===== src/rtl/ca_rule_inferrer.sv =====
// Elementary-CA rule inferrer: scans each (previous, current) generation pair one cell
// per clock and records every neighbourhood -> next-state observation in an 8-bit rule table.
module ca_rule_inferrer #(
  parameter int WIDTH = 8,
  parameter bit WRAP  = 1'b1,
  parameter int CNTW  = 8
) (
  input  logic             i_clk,
  input  logic             i_rst,
  input  logic             i_clear,
  input  logic [WIDTH-1:0] i_gen_in,
  input  logic             i_gen_valid,
  output logic             o_gen_ready,
  output logic [7:0]       o_rule_out,
  output logic [7:0]       o_rule_known,
  output logic             o_complete,
  output logic             o_conflict,
  output logic             o_pair_done,
  output logic [CNTW-1:0]  o_pairs
);

  localparam int IDXW = $clog2(WIDTH);
  localparam int EXTW = WIDTH + 2;
  localparam int EXW  = $clog2(EXTW);
  localparam logic [IDXW-1:0] LAST_IDX = IDXW'(WIDTH - 1);

  typedef enum logic {S_IDLE = 1'b0, S_SCAN = 1'b1} state_t;

  state_t           r_state, w_state_next;
  logic [WIDTH-1:0] r_prev, r_cur;
  logic             r_have_prev;
  logic [IDXW-1:0]  r_idx;
  logic [7:0]       r_rule, r_known;
  logic             r_conflict, r_pair_done;
  logic [CNTW-1:0]  r_pairs;

  logic             w_accept, w_last, w_next_bit, w_clash;
  logic             w_edge_hi, w_edge_lo;
  logic [EXTW-1:0]  w_prev_ext;
  logic [EXW-1:0]   w_base;
  logic [2:0]       w_p;

  // Pad the previous generation with one guard cell on each side so that the
  // neighbourhood of cell idx is simply bits [idx+2:idx] of the padded word.
  assign w_edge_hi  = WRAP ? r_prev[0]       : 1'b0;
  assign w_edge_lo  = WRAP ? r_prev[WIDTH-1] : 1'b0;
  assign w_prev_ext = {w_edge_hi, r_prev, w_edge_lo};
  assign w_base     = EXW'(r_idx);
  assign w_p        = w_prev_ext[w_base +: 3];
  assign w_next_bit = r_cur[r_idx];
  assign w_clash    = r_known[w_p] & (r_rule[w_p] != w_next_bit);
  assign w_last     = (r_idx == LAST_IDX);

  always_comb begin
    w_state_next = r_state;
    w_accept     = 1'b0;
    case (r_state)
      S_IDLE: begin
        w_accept = i_gen_valid;
        if (i_gen_valid && r_have_prev) w_state_next = S_SCAN;
      end
      S_SCAN: begin
        if (w_last) w_state_next = S_IDLE;
      end
      default: w_state_next = S_IDLE;
    endcase
    if (i_clear) begin
      w_state_next = S_IDLE;
      w_accept     = 1'b0;
    end
  end

  always_ff @(posedge i_clk or posedge i_rst) begin
    if (i_rst) begin
      r_state     <= S_IDLE;
      r_prev      <= '0;
      r_cur       <= '0;
      r_have_prev <= 1'b0;
      r_idx       <= '0;
      r_rule      <= '0;
      r_known     <= '0;
      r_conflict  <= 1'b0;
      r_pair_done <= 1'b0;
      r_pairs     <= '0;
    end else if (i_clear) begin
      r_state     <= S_IDLE;
      r_prev      <= '0;
      r_cur       <= '0;
      r_have_prev <= 1'b0;
      r_idx       <= '0;
      r_rule      <= '0;
      r_known     <= '0;
      r_conflict  <= 1'b0;
      r_pair_done <= 1'b0;
      r_pairs     <= '0;
    end else begin
      r_state     <= w_state_next;
      r_pair_done <= 1'b0;
      if (w_accept) begin
        if (r_have_prev) begin
          r_cur <= i_gen_in;
          r_idx <= '0;
        end else begin
          r_prev      <= i_gen_in;
          r_have_prev <= 1'b1;
        end
      end
      if (r_state == S_SCAN) begin
        // A contradiction is flagged but never overwrites what was learned first.
        if (w_clash) begin
          r_conflict <= 1'b1;
        end else begin
          r_rule[w_p]  <= w_next_bit;
          r_known[w_p] <= 1'b1;
        end
        if (w_last) begin
          r_prev      <= r_cur;
          r_pair_done <= 1'b1;
          if (r_pairs != '1) r_pairs <= r_pairs + 1'b1;
        end else begin
          r_idx <= r_idx + 1'b1;
        end
      end
    end
  end

  assign o_gen_ready  = (r_state == S_IDLE);
  assign o_rule_out   = r_rule;
  assign o_rule_known = r_known;
  assign o_complete   = &r_known;
  assign o_conflict   = r_conflict;
  assign o_pair_done  = r_pair_done;
  assign o_pairs      = r_pairs;

endmodule


===== config.mk =====
export PLATFORM = sky130hd
export DESIGN_NAME = ca_rule_inferrer
export DESIGN_NICKNAME = d
export VERILOG_FILES = /design/src/rtl/ca_rule_inferrer.sv
export SDC_FILE = /design/constraint.sdc
export NUM_CORES = 1
export LEC_CHECK = 0
export ABC_AREA = 1
export CAP_MARGIN = 20
export CORE_UTILIZATION = 55
export DETAILED_ROUTE_END_ITERATION = 12
export PLACE_DENSITY = 0.8
export SETUP_SLACK_MARGIN = 0.5
export SYNTH_ARGS = -nofsm -noshare
export SYNTH_HDL_FRONTEND = slang
export SYNTH_SLANG_ARGS = --single-unit

===== constraint.sdc =====
create_clock -name i_clk -period 2.3 [get_ports i_clk]
set_input_delay 0.23 -clock i_clk [delete_from_list [all_inputs] [get_ports i_clk]]
set_output_delay 0.23 -clock i_clk [all_outputs]
set_load 0.02 [all_outputs]

==> impl_metrics.tcl, run 1 <==
set metrics [dict create \
    first_pass_iters 5 \
    drc 0 \
    antenna_found_initial 0 \
    cts-root-buf "clkbuf_8" \
    wl_per_cell_um 16.87 \
    yosysMostFrequentCell "nand2_1" \
    die_y_um 75.98 \
    die-area_um2 5773 \
    critical_path_class "reg2reg" \
    synth_top_area_share_pct 39.07 \
    min_period_ns 2.255 \
    p_leak_nw 1.825 \
    grt_pass1_wl_mm 14.14 \
    cts_tree "yes" \
    yosys_warnings 0 \
    cts_hold_buffers 0 \
    worstSkewPairLatency_ns 0.31 \
    layout-drive-gt1-share_pct 26.39 \
    synth_edf_count 0 \
    finalMaxSlewViolations 0 \
    initial_core_util_pct 57.84 \
    ys_async_sr_fraction_pct 100.0 \
    reg2reg_depth 15 \
    synth_area_per_cell_um2 7.378 \
    critPathArrivalTime_ns 2.46 \
    num_rows 26 \
    timing.rr.start "r_idx[0]" \
    p_total_w 0.002102 \
    setup_viol 0 \
    core_um2 5205 \
    numCtsBuffers 5 \
    hpwl_mm 5.200 \
    grt_pass1_vias 2998 \
    seq_area_frac_synth_pct 39.07 \
    slew-limit-headroom_pct 55.22 \
    startpoint_type "flip-flop" \
    irDropWorstVdd_uv 446.9 \
    via_count 3215 \
    path_clk_slew_ns 0.09 \
    gp_congestion 0.9370 \
    r2r-end "o_rule_known[4]" \
    syn_to_final_growth_pct 35.08 \
    synthCells 408 \
    antennaDiodeCount 0 \
    grt_overflow_total 0 \
    grt_max_degree 48 \
    maxCapViolations 0 \
    final_util_pct 78.13 \
    worst-slew-pin-transition_ns 0.6701 \
    worst_hold_slack_ns 0.3869 \
    ios 40 \
    status "finished clean" \
    timing.fmax_mhz 443.4 \
    power_density_nw_per_um2 517.0 \
    die_x_um 75.98 \
    postRouteAntennaNets 0 \
    synth_common_cells "nand2_1 (111), dfrtp_1 (47), inv_1 (40)" \
    r2r_slack_ns 0.04 \
    setup-tns-final_ns 0 \
    synth_seq_cells 47 \
    cp.required_ns 2.50 \
    stdcell_count 536 \
    h-tree-depth 2 \
    io_buffers 39 \
    ys_types 29 \
    hold_violations 0 \
    dp.cells 511 \
    wirelength_mm 9.042 \
    crit_path_end_kind "flip-flop" \
    syn_area_um2 3010 \
    synthTopCellsByArea "dfrtp_1 (39%), nand2_1 (14%), nand3_1 (5.7%)" \
    rsz0062_at_grt "yes" \
    finalCritPeriodShare_pct 98.06 \
    grt_usage_pct 30.43 \
    clk_path_buf_depth 2 \
    synth_nets 423 \
    drt_iter0_markers 381 \
    final.setup_skew_ns 0.01056 \
    yosysTopAreaCell "dfrtp_1" \
    cp_max_fo 8 \
    hold_class "in2async" \
    viasPerCell 5.998 \
    ys.flop_type "dfrtp_1" \
    nNetsFinal 480 \
    cts.sinks 47 \
]
[routing by layer]
layer,GRT usage (%),share of wire [%]
met1,40.53,41
met3,5.509,8.3
met2,49.36,47
met4,11.92,3.1
met5,0,0
[cells by family after synthesis]
family / Yosys count / share of synthesized area, %
AO/OA/AOI/OAI: 72 / 13.80
adder cells (fa/ha/maj): 3 / 1.247
buffers and inverters: 61 / 9.268
flip-flops: 47 / 39.07
AND/OR/NAND/NOR: 225 / 36.62
[worst max path at each step]
stage | startpoint | to | slack (ns) | cells after the start
finish | r_idx[0] | o_rule_known[4] | 0.04 | 15
global route | r_idx[0] | o_conflict | -0.04 | 15
CTS | r_idx[0] | o_rule_known[4] | 0.16 | 17
detailed placement | r_idx[0] | o_rule_out[5] | -0.10 | 15
global placement | r_idx[0] | o_rule_out[3] | -0.02 | 15
floorplan | r_idx[0] | o_rule_out[7] | 0.32 | 17
[through the flow]
stage	setup WS, ns	area, um2
after global routing	-0.04474	4066
final	0.04455	4066
after detailed placement	-0.1007	3498
after CTS	0.1586	3879
after global placement	-0.01540	3498
after floorplan	0.3212	3053
[final cells by class]
| cell class | count | area (um2) |
|---|---|---|
| flip-flops and latches | 47 | 1179 |
| fillers | 342 | 1139 |
| well taps | 70 | 87.58 |
| clock buffers | 5 | 68.82 |
| repair inverters | 1 | 6.256 |
| clock inverters | 3 | 46.29 |
| multi-input cells | 303 | 1918 |
| repair buffers | 62 | 571.8 |
| inverters | 45 | 188.9 |
[flip-flops by register name, summed over array words and instances, names as in the netlist]
| name | cells |
|---|---|
| o_pair_done | 1 |
| o_pairs | 8 |
| o_rule_out | 8 |
| r_state | 1 |
| o_conflict | 1 |
| o_rule_known | 8 |
| r_have_prev | 1 |
| r_prev | 8 |
| r_cur | 8 |
| r_idx | 3 |
[layout by cell type (no fill, tap or decap), drive strengths merged, types with 3 or more instances in the layout]
master	instances
nand2	128
nand3	48
dfrtp	47
inv	45
clkdlybuf4s50	37
o21ai	37
a21oi	31
nor2	26
buf	23
nand4	13
nor3	10
clkbuf	5
nand3b	3
ha	3
[worst max-delay path, cell delays in order (launching register included)]
cell and delay, ns:
dfrtp_2 0.45, buf_6 0.15, clkinv_8 0.07, nand2_4 0.06, nand3_4 0.07, nand3_4 0.17
nand2_4 0.17, nand2_2 0.08, nand3_2 0.10, nand2_4 0.08, o21bai_4 0.25, nand3_4 0.16
nand2_8 0.12, nand2_8 0.10, nand2_4 0.08, o21ai_2 0.06
[timing repair]
action | in CTS | in global routing
setup buffers | 12 | 1
endpoints found under the setup margin | 22 | 32
pin swaps | 24 | 23
gates cloned | 3 | 1
gates resized for setup | 35 | 38
[power by group]
group          switching (W)  internal [W]
Clock               0.000304      0.000328
Sequential         0.0000401      0.000858
Combinational       0.000368      0.000205
Total               0.000711       0.00139
Note: power is estimated with default switching activity, not from simulation.
==> run 2: changes to the inputs <==
Settings changed: CORE_ASPECT_RATIO set to 0.9.
Clock period 2.3 ns to 2.55 ns, I/O delays scaled along.
==> impl_metrics.tcl, run 2 (synthesis results as in run 1) <==
set metrics [dict create \
    ios 40 \
    setup_viol 0 \
    grt_pass1_vias 2857 \
    irDropWorstVdd_uv 386.9 \
    met3_usage_pct 5.786 \
    syn_to_final_growth_pct 34.70 \
    clk_path_buf_depth 2 \
    mostFrequentLayoutCells "nand2_1 (90), dfrtp_1 (44), inv_1 (39), clkdlybuf4s50_1 (39), a21oi_1 (31)" \
    timing.fmax_mhz 430.9 \
    cp_max_fo 8 \
    die_y_um 72.19 \
    die_x_um 79.99 \
    first_pass_iters 6 \
    worstSkewPairLatency_ns 0.32 \
    via_count 3330 \
    setup-tns-final_ns 0 \
    postRouteAntennaNets 0 \
    power_density_nw_per_um2 450.8 \
    hpwl_mm 5.243 \
    numCtsBuffers 5 \
    p_leak_nw 1.829 \
    cts.sinks 47 \
    nNetsFinal 488 \
    drc 0 \
    status "finished clean" \
    io_buffers 39 \
    path_clk_slew_ns 0.10 \
    grt_overflow_total 0 \
    drt_iter0_markers 448 \
    viasPerCell 6.155 \
    h-tree-depth 2 \
    num_rows 25 \
    startpoint_type "flip-flop" \
    crit_path_end_kind "flip-flop" \
    hold_violations 0 \
    initial_core_util_pct 57.29 \
    critPathArrivalTime_ns 2.52 \
    hold_class "in2async" \
    critical_path_class "reg2reg" \
    die-area_um2 5774 \
    gp_congestion 0.8665 \
    maxCapViolations 0 \
    grt_usage_pct 31.25 \
    finalWorstSetupSlack_ns 0.2292 \
    worst_hold_slack_ns 0.4019 \
    slew-limit-headroom_pct 49.98 \
    use_met2_pct 48.24 \
    grt_pass1_wl_mm 13.89 \
    core_um2 5255 \
    cts_hold_buffers 0 \
    cts_tree "yes" \
    worst-slew-pin-transition_ns 0.7457 \
    grtUsageMet1_pct 43.35 \
    cp.required_ns 2.75 \
    antenna_found_initial 0 \
    final_common_cell "nand2_1" \
    grt_max_degree 48 \
    pre_cts_ws_ns 0.1845 \
    min_period_ns 2.321 \
    antennaDiodeCount 0 \
    grt.busiest_layer "met2" \
    finalMaxSlewViolations 0 \
    wl_per_cell_um 17.99 \
    finalCritPeriodShare_pct 91.01 \
    layout-drive-gt1-share_pct 27.22 \
    final.setup_skew_ns 0.01123 \
    cts-root-buf "clkbuf_8" \
    fillerInstances 337 \
    wirelength_mm 9.732 \
    rsz0062_at_grt "yes" \
]
run 2: changes by cell type in the layout (fill, tap and decap cells not counted), moves of 2 or more:
cell / delta
nand2_4: -5
buf_4: +4
nand3_4: -3
clkdlybuf4s50_1: +2
nand2_2: +3
nand3_2: +2
buf_6: +3
nand2_1: +2
run 2: routing by layer:
layer	share of wire [%]	up-vias
met5	0	-
met4	4.2	0
met3	9.6	57
met2	46	252
met1	40	1540
li1	-	1481
run 2: timing repair:
item	4_1_cts	5_1_grt
setup endpoints to repair	17	19
cloned	2	2
hold endpoints to repair	0	0
resized for setup	35	43
setup buffers	9	14
pin swaps	15	24
run 2: final cells by class:
cell class | count | area, um2 | share of cell area [%]
sequential | 47 | 1180 | 29.10
multi-input combinational | 303 | 1859 | 45.85
clock inverter | 2 | 16.27 | 0.4011
inverter | 45 | 183.9 | 4.536
tap | 67 | 83.83 | 2.067
clock buffer | 6 | 72.57 | 1.790
timing repair buffer | 70 | 654.4 | 16.14
timing repair inverter | 1 | 5.005 | 0.1234
run 2: final timing paths:
check                      depth (start not counted)         endpoint       start  slack, ns
setup / recovery                                  15  o_rule_known[6]    r_idx[0]       0.23
hold / removal                                     3    o_rule_out[3]       i_rst       0.40
setup reg to reg                                  15  o_rule_known[6]    r_idx[0]       0.23
hold reg to reg                                    1       o_pairs[4]  o_pairs[4]       0.49
max in group asynchronous                          3         r_idx[0]       i_rst       1.68
min in group i_clk                                 1       o_pairs[4]  o_pairs[4]       0.49
run 2: critical path: stages (launching register included):
cell and delay [ns]:
dfrtp_2 0.50, buf_6 0.16, nand2_1 0.11, nand3_2 0.14
nand3_2 0.12, nand2_2 0.11, nor2_4 0.16, nand3_2 0.12
nand2_4 0.11, nor2_4 0.05, nand2_4 0.11, nand3_4 0.12
nand2_8 0.12, nand2_8 0.10, nand2_2 0.11, o21ai_2 0.05
run 2: power by group:
group          switching, W  leakage [nW]  total (W)  internal, W
combinational      0.000332          1.15   0.000531     0.000199
clock              0.000289        0.0418   0.000486     0.000198
sequential        0.0000370         0.642   0.000811     0.000774
run 2: stage by stage:
step | utilization, % | std cells | area, um2 | power (W)
floorplan | - | 408 | 3010 | 0.001080
global placement | 65.45 | 506 | 3440 | 0.001169
detailed placement | 65.45 | 506 | 3440 | 0.001178
CTS | 71.43 | 525 | 3754 | 0.001702
global route | 77.17 | 541 | 4055 | 0.001878
finish | 77.17 | 541 | 4055 | 0.001828
